**src/rtl/alu_4bit_issue_if.sv**
```systemverilog
// Command / ALU / response bundle for the 4-bit ALU issue front-end.
// The slave modport is the front-end's view; master is the surrounding
// environment (command producer, combinational ALU, response consumer).
interface alu_4bit_issue_if #(
  parameter int TAG_W = 4
);
  // command side
  logic             cmd_valid;
  logic             cmd_ready;
  logic [3:0]       cmd_a;
  logic [3:0]       cmd_b;
  logic [1:0]       cmd_op;
  logic [TAG_W-1:0] cmd_tag;

  // ALU side
  logic [3:0]       alu_a;
  logic [3:0]       alu_b;
  logic [1:0]       alu_sel;
  logic [3:0]       alu_result;
  logic             alu_zero;

  // response side
  logic             rsp_valid;
  logic             rsp_ready;
  logic [3:0]       rsp_result;
  logic             rsp_zero;
  logic             rsp_err;
  logic [TAG_W-1:0] rsp_tag;

  modport slave (
    input  cmd_valid, cmd_a, cmd_b, cmd_op, cmd_tag,
    output cmd_ready,
    output alu_a, alu_b, alu_sel,
    input  alu_result, alu_zero,
    output rsp_valid, rsp_result, rsp_zero, rsp_err, rsp_tag,
    input  rsp_ready
  );

  modport master (
    output cmd_valid, cmd_a, cmd_b, cmd_op, cmd_tag,
    input  cmd_ready,
    input  alu_a, alu_b, alu_sel,
    output alu_result, alu_zero,
    input  rsp_valid, rsp_result, rsp_zero, rsp_err, rsp_tag,
    output rsp_ready
  );
endinterface

```
**src/rtl/alu_4bit_issue.sv**
```systemverilog
// Issue front-end for a combinational 4-bit ALU: commands are queued in a
// small FIFO, the FIFO head drives the ALU, and the ALU outcome is captured
// into a tagged, back-pressurable response register.
module alu_4bit_issue #(
  parameter int DEPTH = 4,
  parameter int TAG_W = 4
) (
  input  logic                   clk,
  input  logic                   rst_n,
  alu_4bit_issue_if.slave        bus,
  output logic [$clog2(DEPTH):0] fifo_level,
  output logic [7:0]             rsp_count
);

  localparam int PTR_W = $clog2(DEPTH);
  localparam int LVL_W = PTR_W + 1;
  localparam logic [1:0] OP_RSVD = 2'b01;

  // FIFO storage, one field array per command component
  logic [3:0]       r_mem_a   [DEPTH];
  logic [3:0]       r_mem_b   [DEPTH];
  logic [1:0]       r_mem_op  [DEPTH];
  logic [TAG_W-1:0] r_mem_tag [DEPTH];

  logic [PTR_W-1:0] r_wr_ptr;
  logic [PTR_W-1:0] r_rd_ptr;
  logic [LVL_W-1:0] r_level;

  // response register
  logic             r_rsp_valid;
  logic [3:0]       r_rsp_result;
  logic             r_rsp_zero;
  logic             r_rsp_err;
  logic [TAG_W-1:0] r_rsp_tag;
  logic [7:0]       r_rsp_count;

  logic             w_empty;
  logic             w_full;
  logic             w_push;
  logic             w_fire;
  logic             w_handoff;
  logic [3:0]       w_head_a;
  logic [3:0]       w_head_b;
  logic [1:0]       w_head_op;
  logic [TAG_W-1:0] w_head_tag;
  logic             w_head_rsvd;

  assign w_empty   = (r_level == '0);
  assign w_full    = (r_level == LVL_W'(DEPTH));
  // Ready is a pure function of occupancy: a same-cycle pop never frees a
  // slot for the producer, which keeps cmd_ready off the response path.
  assign bus.cmd_ready = rst_n & ~w_full;
  assign w_push    = bus.cmd_valid & bus.cmd_ready;
  assign w_handoff = r_rsp_valid & bus.rsp_ready;
  assign w_fire    = ~w_empty & (~r_rsp_valid | bus.rsp_ready);

  assign w_head_a    = r_mem_a[r_rd_ptr];
  assign w_head_b    = r_mem_b[r_rd_ptr];
  assign w_head_op   = r_mem_op[r_rd_ptr];
  assign w_head_tag  = r_mem_tag[r_rd_ptr];
  assign w_head_rsvd = (w_head_op == OP_RSVD);

  // Present the FIFO head to the ALU; idle/reserved cases show a harmless add
  always_comb begin
    bus.alu_a   = 4'h0;
    bus.alu_b   = 4'h0;
    bus.alu_sel = 2'b00;
    if (!w_empty) begin
      bus.alu_a   = w_head_a;
      bus.alu_b   = w_head_b;
      bus.alu_sel = w_head_rsvd ? 2'b00 : w_head_op;
    end
  end

  // Write accepted commands into the FIFO (data needs no reset)
  always_ff @(posedge clk) begin
    if (w_push) begin
      r_mem_a[r_wr_ptr]   <= bus.cmd_a;
      r_mem_b[r_wr_ptr]   <= bus.cmd_b;
      r_mem_op[r_wr_ptr]  <= bus.cmd_op;
      r_mem_tag[r_wr_ptr] <= bus.cmd_tag;
    end
  end

  // FIFO pointers and occupancy; pointers wrap naturally as DEPTH is 2^n
  always_ff @(posedge clk) begin
    if (!rst_n) begin
      r_wr_ptr <= '0;
      r_rd_ptr <= '0;
      r_level  <= '0;
    end else begin
      if (w_push) r_wr_ptr <= r_wr_ptr + PTR_W'(1);
      if (w_fire) r_rd_ptr <= r_rd_ptr + PTR_W'(1);
      case ({w_push, w_fire})
        2'b10:   r_level <= r_level + LVL_W'(1);
        2'b01:   r_level <= r_level - LVL_W'(1);
        default: r_level <= r_level;
      endcase
    end
  end

  // Capture the ALU outcome for the head when the response slot is free
  always_ff @(posedge clk) begin
    if (!rst_n) begin
      r_rsp_valid  <= 1'b0;
      r_rsp_result <= 4'h0;
      r_rsp_zero   <= 1'b0;
      r_rsp_err    <= 1'b0;
      r_rsp_tag    <= '0;
    end else if (w_fire) begin
      r_rsp_valid  <= 1'b1;
      r_rsp_tag    <= w_head_tag;
      r_rsp_err    <= w_head_rsvd;
      r_rsp_result <= w_head_rsvd ? 4'h0 : bus.alu_result;
      r_rsp_zero   <= w_head_rsvd ? 1'b0 : bus.alu_zero;
    end else if (w_handoff) begin
      r_rsp_valid  <= 1'b0;
    end
  end

  // Count completed handoffs, wrapping at 8 bits
  always_ff @(posedge clk) begin
    if (!rst_n) begin
      r_rsp_count <= 8'h00;
    end else if (w_handoff) begin
      r_rsp_count <= r_rsp_count + 8'h01;
    end
  end

  assign bus.rsp_valid  = r_rsp_valid;
  assign bus.rsp_result = r_rsp_result;
  assign bus.rsp_zero   = r_rsp_zero;
  assign bus.rsp_err    = r_rsp_err;
  assign bus.rsp_tag    = r_rsp_tag;
  assign fifo_level     = r_level;
  assign rsp_count      = r_rsp_count;

endmodule

```
**src/flat_wrapper.sv**
```systemverilog
// flat-port wrapper written by rule: the top's interface ports become plain ports
module alu_4bit_issue_flat 
#(
  parameter int DEPTH = 4,
  parameter int TAG_W = 4
)
  (clk, rst_n, fifo_level, rsp_count, bus_cmd_valid, bus_cmd_a, bus_cmd_b, bus_cmd_op, bus_cmd_tag, bus_cmd_ready, bus_alu_a, bus_alu_b, bus_alu_sel, bus_alu_result, bus_alu_zero, bus_rsp_valid, bus_rsp_result, bus_rsp_zero, bus_rsp_err, bus_rsp_tag, bus_rsp_ready);
  alu_4bit_issue_if #(.TAG_W(TAG_W)) bus_i ();
  input  logic clk;
  input  logic rst_n;
  output logic [$clog2(DEPTH):0] fifo_level;
  output logic [7:0] rsp_count;
  input wire logic [$bits(bus_i.cmd_valid)-1:0] bus_cmd_valid;
  input wire logic [$bits(bus_i.cmd_a)-1:0] bus_cmd_a;
  input wire logic [$bits(bus_i.cmd_b)-1:0] bus_cmd_b;
  input wire logic [$bits(bus_i.cmd_op)-1:0] bus_cmd_op;
  input wire logic [$bits(bus_i.cmd_tag)-1:0] bus_cmd_tag;
  output wire logic [$bits(bus_i.cmd_ready)-1:0] bus_cmd_ready;
  output wire logic [$bits(bus_i.alu_a)-1:0] bus_alu_a;
  output wire logic [$bits(bus_i.alu_b)-1:0] bus_alu_b;
  output wire logic [$bits(bus_i.alu_sel)-1:0] bus_alu_sel;
  input wire logic [$bits(bus_i.alu_result)-1:0] bus_alu_result;
  input wire logic [$bits(bus_i.alu_zero)-1:0] bus_alu_zero;
  output wire logic [$bits(bus_i.rsp_valid)-1:0] bus_rsp_valid;
  output wire logic [$bits(bus_i.rsp_result)-1:0] bus_rsp_result;
  output wire logic [$bits(bus_i.rsp_zero)-1:0] bus_rsp_zero;
  output wire logic [$bits(bus_i.rsp_err)-1:0] bus_rsp_err;
  output wire logic [$bits(bus_i.rsp_tag)-1:0] bus_rsp_tag;
  input wire logic [$bits(bus_i.rsp_ready)-1:0] bus_rsp_ready;
  assign bus_i.cmd_valid = bus_cmd_valid;
  assign bus_i.cmd_a = bus_cmd_a;
  assign bus_i.cmd_b = bus_cmd_b;
  assign bus_i.cmd_op = bus_cmd_op;
  assign bus_i.cmd_tag = bus_cmd_tag;
  assign bus_cmd_ready = bus_i.cmd_ready;
  assign bus_alu_a = bus_i.alu_a;
  assign bus_alu_b = bus_i.alu_b;
  assign bus_alu_sel = bus_i.alu_sel;
  assign bus_i.alu_result = bus_alu_result;
  assign bus_i.alu_zero = bus_alu_zero;
  assign bus_rsp_valid = bus_i.rsp_valid;
  assign bus_rsp_result = bus_i.rsp_result;
  assign bus_rsp_zero = bus_i.rsp_zero;
  assign bus_rsp_err = bus_i.rsp_err;
  assign bus_rsp_tag = bus_i.rsp_tag;
  assign bus_i.rsp_ready = bus_rsp_ready;
  alu_4bit_issue #(.DEPTH(DEPTH), .TAG_W(TAG_W)) u_core (.clk(clk), .rst_n(rst_n), .bus(bus_i), .fifo_level(fifo_level), .rsp_count(rsp_count));
endmodule
```
**config.mk**
```make
export PLATFORM = sky130hd
export DESIGN_NAME = alu_4bit_issue_flat
export DESIGN_NICKNAME = d
export VERILOG_FILES = /design/src/rtl/alu_4bit_issue_if.sv /design/src/rtl/alu_4bit_issue.sv /design/src/flat_wrapper.sv
export SDC_FILE = /design/constraint.sdc
export NUM_CORES = 1
export LEC_CHECK = 0
export CORE_ASPECT_RATIO = 2
export CORE_MARGIN = 2
export CORE_UTILIZATION = 52
export DETAILED_ROUTE_END_ITERATION = 10
export PLACE_DENSITY = 0.82
export SYNTH_ARGS = -nofsm -noshare
export SYNTH_HDL_FRONTEND = slang
export SYNTH_SLANG_ARGS = --single-unit
```
**constraint.sdc**
```tcl
create_clock -name clk -period 2.83 [get_ports clk]
set_input_delay 0.566 -clock clk [delete_from_list [all_inputs] [get_ports clk]]
set_output_delay 0.566 -clock clk [all_outputs]
set_load 0.02 [all_outputs]
```
==> run_results.csv <==
group,metric,value,unit
logic_synthesis,async_reset_ff_share,0,%
clock_tree,clk_pin_slew,0.06,ns
drt,vias,2106,
clock_tree,cts_buffer_depth,2,
power,p_leak,1.48,nW
grt,antenna_found_initial,0,
drt,drc,0,
grt,grt-ovfl-total,0,
logic_synthesis,ys_top_cells_by_area,"edfxtp_1, dfxtp_1, mux4_1",
floorplanning,pin_count,56,
clock_tree,htree_levels,3,
logic_synthesis,yosysSeqAreaShare,66.4,%
placement,dp.cells,370,
setup_path,crit_path_max_incr_delay,0.58,ns
cells_and_area,syn_to_final_growth,29.4,%
sta,slew_headroom,55.3,%
sta,period_needed,2.75,ns
clock_tree,insertion_delay,0.33,ns
setup_path,crit_chain,"buf_4 -> mux4_2 -> and3_2 -> clkdlybuf4s50_1",
placement,gp_congestion,0.758,
logic_synthesis,synth-main-ff-cell,"edfxtp_1",
floorplanning,design.die.area,0.00719,sq mm
flow_run,cap_violations,0,
clock_tree,cts_resized,0,
sta,fin_skew,0.00720,ns
clock_tree,cts_root_buf,"clkbuf_16",
grt,grt_pass1_wl,10200,um
drt,drt_iter0_markers,87,
power,power_density,937,mW/mm^2
logic_synthesis,ys_types,32,
logic_synthesis,synth.top_cell.area_share,49.8,%
run_status,outcome,"finished, final reports clean",
drt,wl_per_cell,16.4,um
sta,rsz0062_at_grt,"no",
cells_and_area,final_core_util,69.2,%
drt,drt-total-wl,6310,um
drt,drt-pass1-iter-count,4,
setup_path,required,2.26,ns
logic_synthesis,synth_nets,259,
setup_path,worstSetupPathType,"flop to primary output",
power,total_power,0.00409,W
sta,worstMarginPinSlew,0.670,ns
grt,grt_max_degree,22,
sta,final_max_slew_viol_count,0,
cells_and_area,fin_area,0.00437,sq mm
logic_synthesis,synthesis.instances,229,
grt,track_usage,19.9,%
floorplanning,initial_core_util,53.5,%
logic_synthesis,synthTopCellsByCount,"edfxtp_1, dfxtp_1, a21oi_1",
min_path,min_path_type,"flop to flop",
setup_path,critPathArrivalTime,2.18,ns
grt,grt_pass1_vias,2273,
power,max-vdd-ir-drop,897,uV
cells_and_area,antenna_cells,0,
setup_path,start_kind,"flop",
cells_and_area,fin_cells,385,
setup_path,cpMaxStageDelayCell,"mux4_2",
sta,fin_tns_setup,0,ns
logic_synthesis,synth-edff-count,56,
clock_tree,cts_tree,"done",
cells_and_area,drive_gt1_share,11.4,%
setup_path,cp_max_fo,10,
placement,numPortBuffers,55,
setup_path,critical_path.endpoint_type,"primary output",
cells_and_area,finalNetCount,325,
sta,setup_viol,0,
placement,hpwl,4550,um
logic_synthesis,avgSynthCellArea,14.7,sq um
floorplanning,coreArea,0.00631,sq mm
clock_tree,ctsHoldBuffers,0,
logic_synthesis,yosysWarnings,0,
floorplanning,row_count,41,
floorplanning,die_h,118,um
sta,max_freq,0.364,GHz
logic_synthesis,ys_seq_elements,84,
sta,hold_viol,0,
drt,ant_nets,0,
logic_synthesis,syn_area,0.00337,sq mm
clock_tree,cts_setup_buffers,0,
floorplanning,die_x,61.0,um
placement,dpl_cell_area,0.00406,sq mm
logic_synthesis,synth_top_area_cell,"edfxtp_1",
sta,period_share,97.0,%
clock_tree,cts_sinks,84,
drt,vias_per_cell,5.47,
clock_tree,cts_made_buffers,9,
logic_synthesis,yosysMostFrequentCell,"edfxtp_1",
## per-stage QoR
stage                     setup WS (ns)  hold slack (ns)
after floorplan                   0.424            0.506
after global placement            0.279            0.457
after detailed placement          0.203            0.461
after CTS                        0.0582            0.472
after global routing             0.0176            0.501
final                            0.0848            0.467
## flip-flops by register name (all words and copies together), names as in the netlist, named ones only
name                   count
u_core.r_mem_a            16
u_core.r_mem_op            8
u_core.r_wr_ptr            2
u_core.bus.rsp_result      4
u_core.bus.rsp_tag         4
u_core.fifo_level          3
u_core.r_rd_ptr            2
u_core.bus.rsp_err         1
u_core.bus.rsp_zero        1
u_core.r_mem_b            16
u_core.rsp_count           8
u_core.r_mem_tag          16
u_core.bus.rsp_valid       1
## cell usage in the layout, fill, tap and decap left out, drive strengths merged, types with 6 or more instances in the layout
master         instances
buf                   10
nor2                   6
clkdlybuf4s50         55
nand4                  9
inv                    9
dfxtp                 28
o21ai                  9
ha                     6
and2                  14
clkbuf                10
mux4                  14
nand3                  9
edfxtp                56
nand2                 10
a21oi                 18
## layer usage
layer / track usage (%) / vias to the layer above / wire (um)
li1: - / 1014 / -
met1: 18.8 / 1030 / 2250
met2: 35.9 / 52 / 3660
met3: 5.82 / 10 / 267
met5: 0 / - / 0
met4: 9.78 / 0 / 129
## power by group
part,internal [W],total [W],switching (W),leakage [nW]
logic,0.000662,0.00134,0.000679,0.598
clock network,0.000764,0.00119,0.000422,0.150
registers,0.00145,0.00157,0.000116,0.737
## path summary, 6_finish.rpt
check | cells after the start | start | end | slack [ns]
worst max-delay path | 4 | flop | bus_alu_sel[0] | 0.08
worst min register to register | 2 | u_core.bus.rsp_result[0] | u_core.bus.rsp_result[0] | 0.47
worst min-delay path | 2 | u_core.bus.rsp_result[0] | u_core.bus.rsp_result[0] | 0.47
worst max register to register | 9 | u_core.fifo_level[2] | u_core.fifo_level[2] | 0.34
## logic make-up after synthesis
kind of cell,synth area share (%)
AOI/OAI and AO/OA,6.34
xor gates and xnor gates,1.04
adders and majority gates,2.82
buffers and inverters,2.37
DFF,66.4
muxes,10.2
and+or+nand+nor,10.8
## final cells by class
cell class,instances,area [sq um]
sequential,84,2240
fill,454,1940
multi-input combinational,126,1050
timing repair buffer,65,626
clock buffer,10,229
tap,86,108
clock inverter,5,77.6
inverter,9,33.8
## critical path: cells and delay by family, from the launching register on
family,cells,cell delay [ns]
buf+inv,2,0.74
flops,1,0.30
mux,1,0.58
simple gates,1,0.23
Note: power is estimated with default switching activity, not from simulation.
==> edit: new RTL, same flow settings <==
`TAG_W` is set to 4 in 3 places; all go to 6.
--- a/src/rtl/alu_4bit_issue_if.sv
+++ b/src/rtl/alu_4bit_issue_if.sv
@@ -2,7 +2,7 @@
 // The slave modport is the front-end's view; master is the surrounding
 // environment (command producer, combinational ALU, response consumer).
 interface alu_4bit_issue_if #(
-  parameter int TAG_W = 4
+  parameter int TAG_W = 6
 );
   // command side
   logic             cmd_valid;
--- a/src/rtl/alu_4bit_issue.sv
+++ b/src/rtl/alu_4bit_issue.sv
@@ -3,7 +3,7 @@
 // into a tagged, back-pressurable response register.
 module alu_4bit_issue #(
   parameter int DEPTH = 4,
-  parameter int TAG_W = 4
+  parameter int TAG_W = 6
 ) (
   input  logic                   clk,
   input  logic                   rst_n,
--- a/src/flat_wrapper.sv
+++ b/src/flat_wrapper.sv
@@ -2,7 +2,7 @@
 module alu_4bit_issue_flat 
 #(
   parameter int DEPTH = 4,
-  parameter int TAG_W = 4
+  parameter int TAG_W = 6
 )
   (clk, rst_n, fifo_level, rsp_count, bus_cmd_valid, bus_cmd_a, bus_cmd_b, bus_cmd_op, bus_cmd_tag, bus_cmd_ready, bus_alu_a, bus_alu_b, bus_alu_sel, bus_alu_result, bus_alu_zero, bus_rsp_valid, bus_rsp_result, bus_rsp_zero, bus_rsp_err, bus_rsp_tag, bus_rsp_ready);
   alu_4bit_issue_if #(.TAG_W(TAG_W)) bus_i ();
Ports: changed (resized bus_cmd_tag and bus_rsp_tag); port bits go from 56 to 60. No check against the original RTL was run, so the function may have changed too.
==> edit against the unedited design <==
Cell area rose by 8.9%; count of clock-buffer cells in the layout fell by 1; setup slack improved by 16 ps; wire length rose by 14%; sequential share of layout area rose by 1.7 points; sequential cell count rose by 10; synthesized area rose by 11%; total power rose by 7.4%; critical endpoint is now bus_alu_sel[1].
==> edit: results (changes against the unedited design) <==
| Metric | Value |
|---|---|
| Register area share after synthesis | 0.674 (+0.00958) |
| Tmin final | 2730 ps (-16.1 ps) |
| Number of synthesized flops with an enable pin | 64 (+14%) |
| Distinct cells, synth | 33 (+3.1%) |
| Status | finished clean |
| Combinational Power | 1480 uW (+10%) |
| Maximum number of pins on one net before global-route repair | 24 (+9.1%) |
| XOR/XNOR Fraction of Synth Area | 0.00936 (-0.00102) |
| Final net count | 350 (+7.7%) |
| Adder-cell share of the synthesized area | 0.0254 (-0.00277) |
| Worst vdd ir | 0.000793 V (-12%) |
| Final std cells w/o fill | 413 (+7.3%) |
| Syn_nets | 283 (+9.3%) |
| First-pass DRT Iterations | 6 (+2) |
| Drt first-iter violations | 209 (+140%) |
| First-pass GRT wire length | 11700 um (+15%) |
| Fin Clk Skew | 8.13 ps (+0.927 ps) |
| Dpl cell area | 4460 um2 (+9.9%) |
| # fillers | 478 (+5.3%) |
| DP HPWL | 4800 um (+5.5%) |
| Placed Cells | 397 (+7.3%) |
| Rel. slew slack | 0.520 (-0.0331) |
| Synth Area in Compound Gates | 0.0625 (-0.000883) |
| Top Registers | u_core.r_mem_tag x24, u_core.r_mem_a x16, u_core.r_mem_b x16 |
| IO Port Bufs | 59 (+7.3%) |
| Ratio of cells with drive above 1 in the final layout | 0.111 (-0.00226) |
| Leak pwr | 0.00160 uW (+7.9%) |
| Vias/cell | 5.69 (+3.9%) |
| Routed wire per std cell | 17.5 um (+6.6%) |
-- edit: cell count changes in the layout (fill, tap and decap cells not counted), moves of 2 or more --
cell | unedited run | this run
nand3_1 | 9 | 11
a21oi_1 | 18 | 20
edfxtp_1 | 56 | 64
mux4_2 | 6 | 8
o21ai_0 | 9 | 11
dfxtp_1 | 28 | 30
clkdlybuf4s50_1 | 55 | 58
clkinv_1 | 1 | 3
-- edit: worst max path at each step --
| stage | from | to | cells past startpoint |
|---|---|---|---|
| floorplan | u_core.fifo_level[2]$_SDFFE_PN0P_ | u_core.fifo_level[2]$_SDFFE_PN0P_ | 9 |
| global placement | bus_cmd_valid | u_core.fifo_level[2]$_SDFFE_PN0P_ | 9 |
| detailed placement | bus_cmd_valid | u_core.fifo_level[2]$_SDFFE_PN0P_ | 9 |
| CTS | flip-flop | bus_alu_sel[1] | 4 |
| global route | flip-flop | bus_alu_sel[1] | 4 |
| finish | flip-flop | bus_alu_sel[1] | 4 |
-- edit: per-layer routing --
| metal | GRT usage | routed length (um) | vias up |
|---|---|---|---|
| met5 | 0 | 0 | - |
| met4 | 0.137 | 219 | 0 |
| met3 | 0.0470 | 298 | 14 |
| met2 | 0.357 | 4030 | 66 |
| met1 | 0.213 | 2680 | 1170 |
| li1 | - | - | 1098 |
-- edit: area by class of cell --
cell class | count | area, um2 | share of cell area
well taps | 90 | 113 | 0.0237
clock buffers | 9 | 225 | 0.0474
inverters | 9 | 33.8 | 0.00711
multi-input cells | 134 | 1120 | 0.236
clock inverters | 7 | 62.6 | 0.0132
repair buffers | 70 | 676 | 0.142
flip-flops and latches | 94 | 2520 | 0.531
-- edit: repair_timing --
item	4_1_cts	5_1_grt
setup endpoints to repair	1	1
hold buffers	0	0
gates resized for setup	1	1
cloned	0	0
hold endpoints to repair	0	0
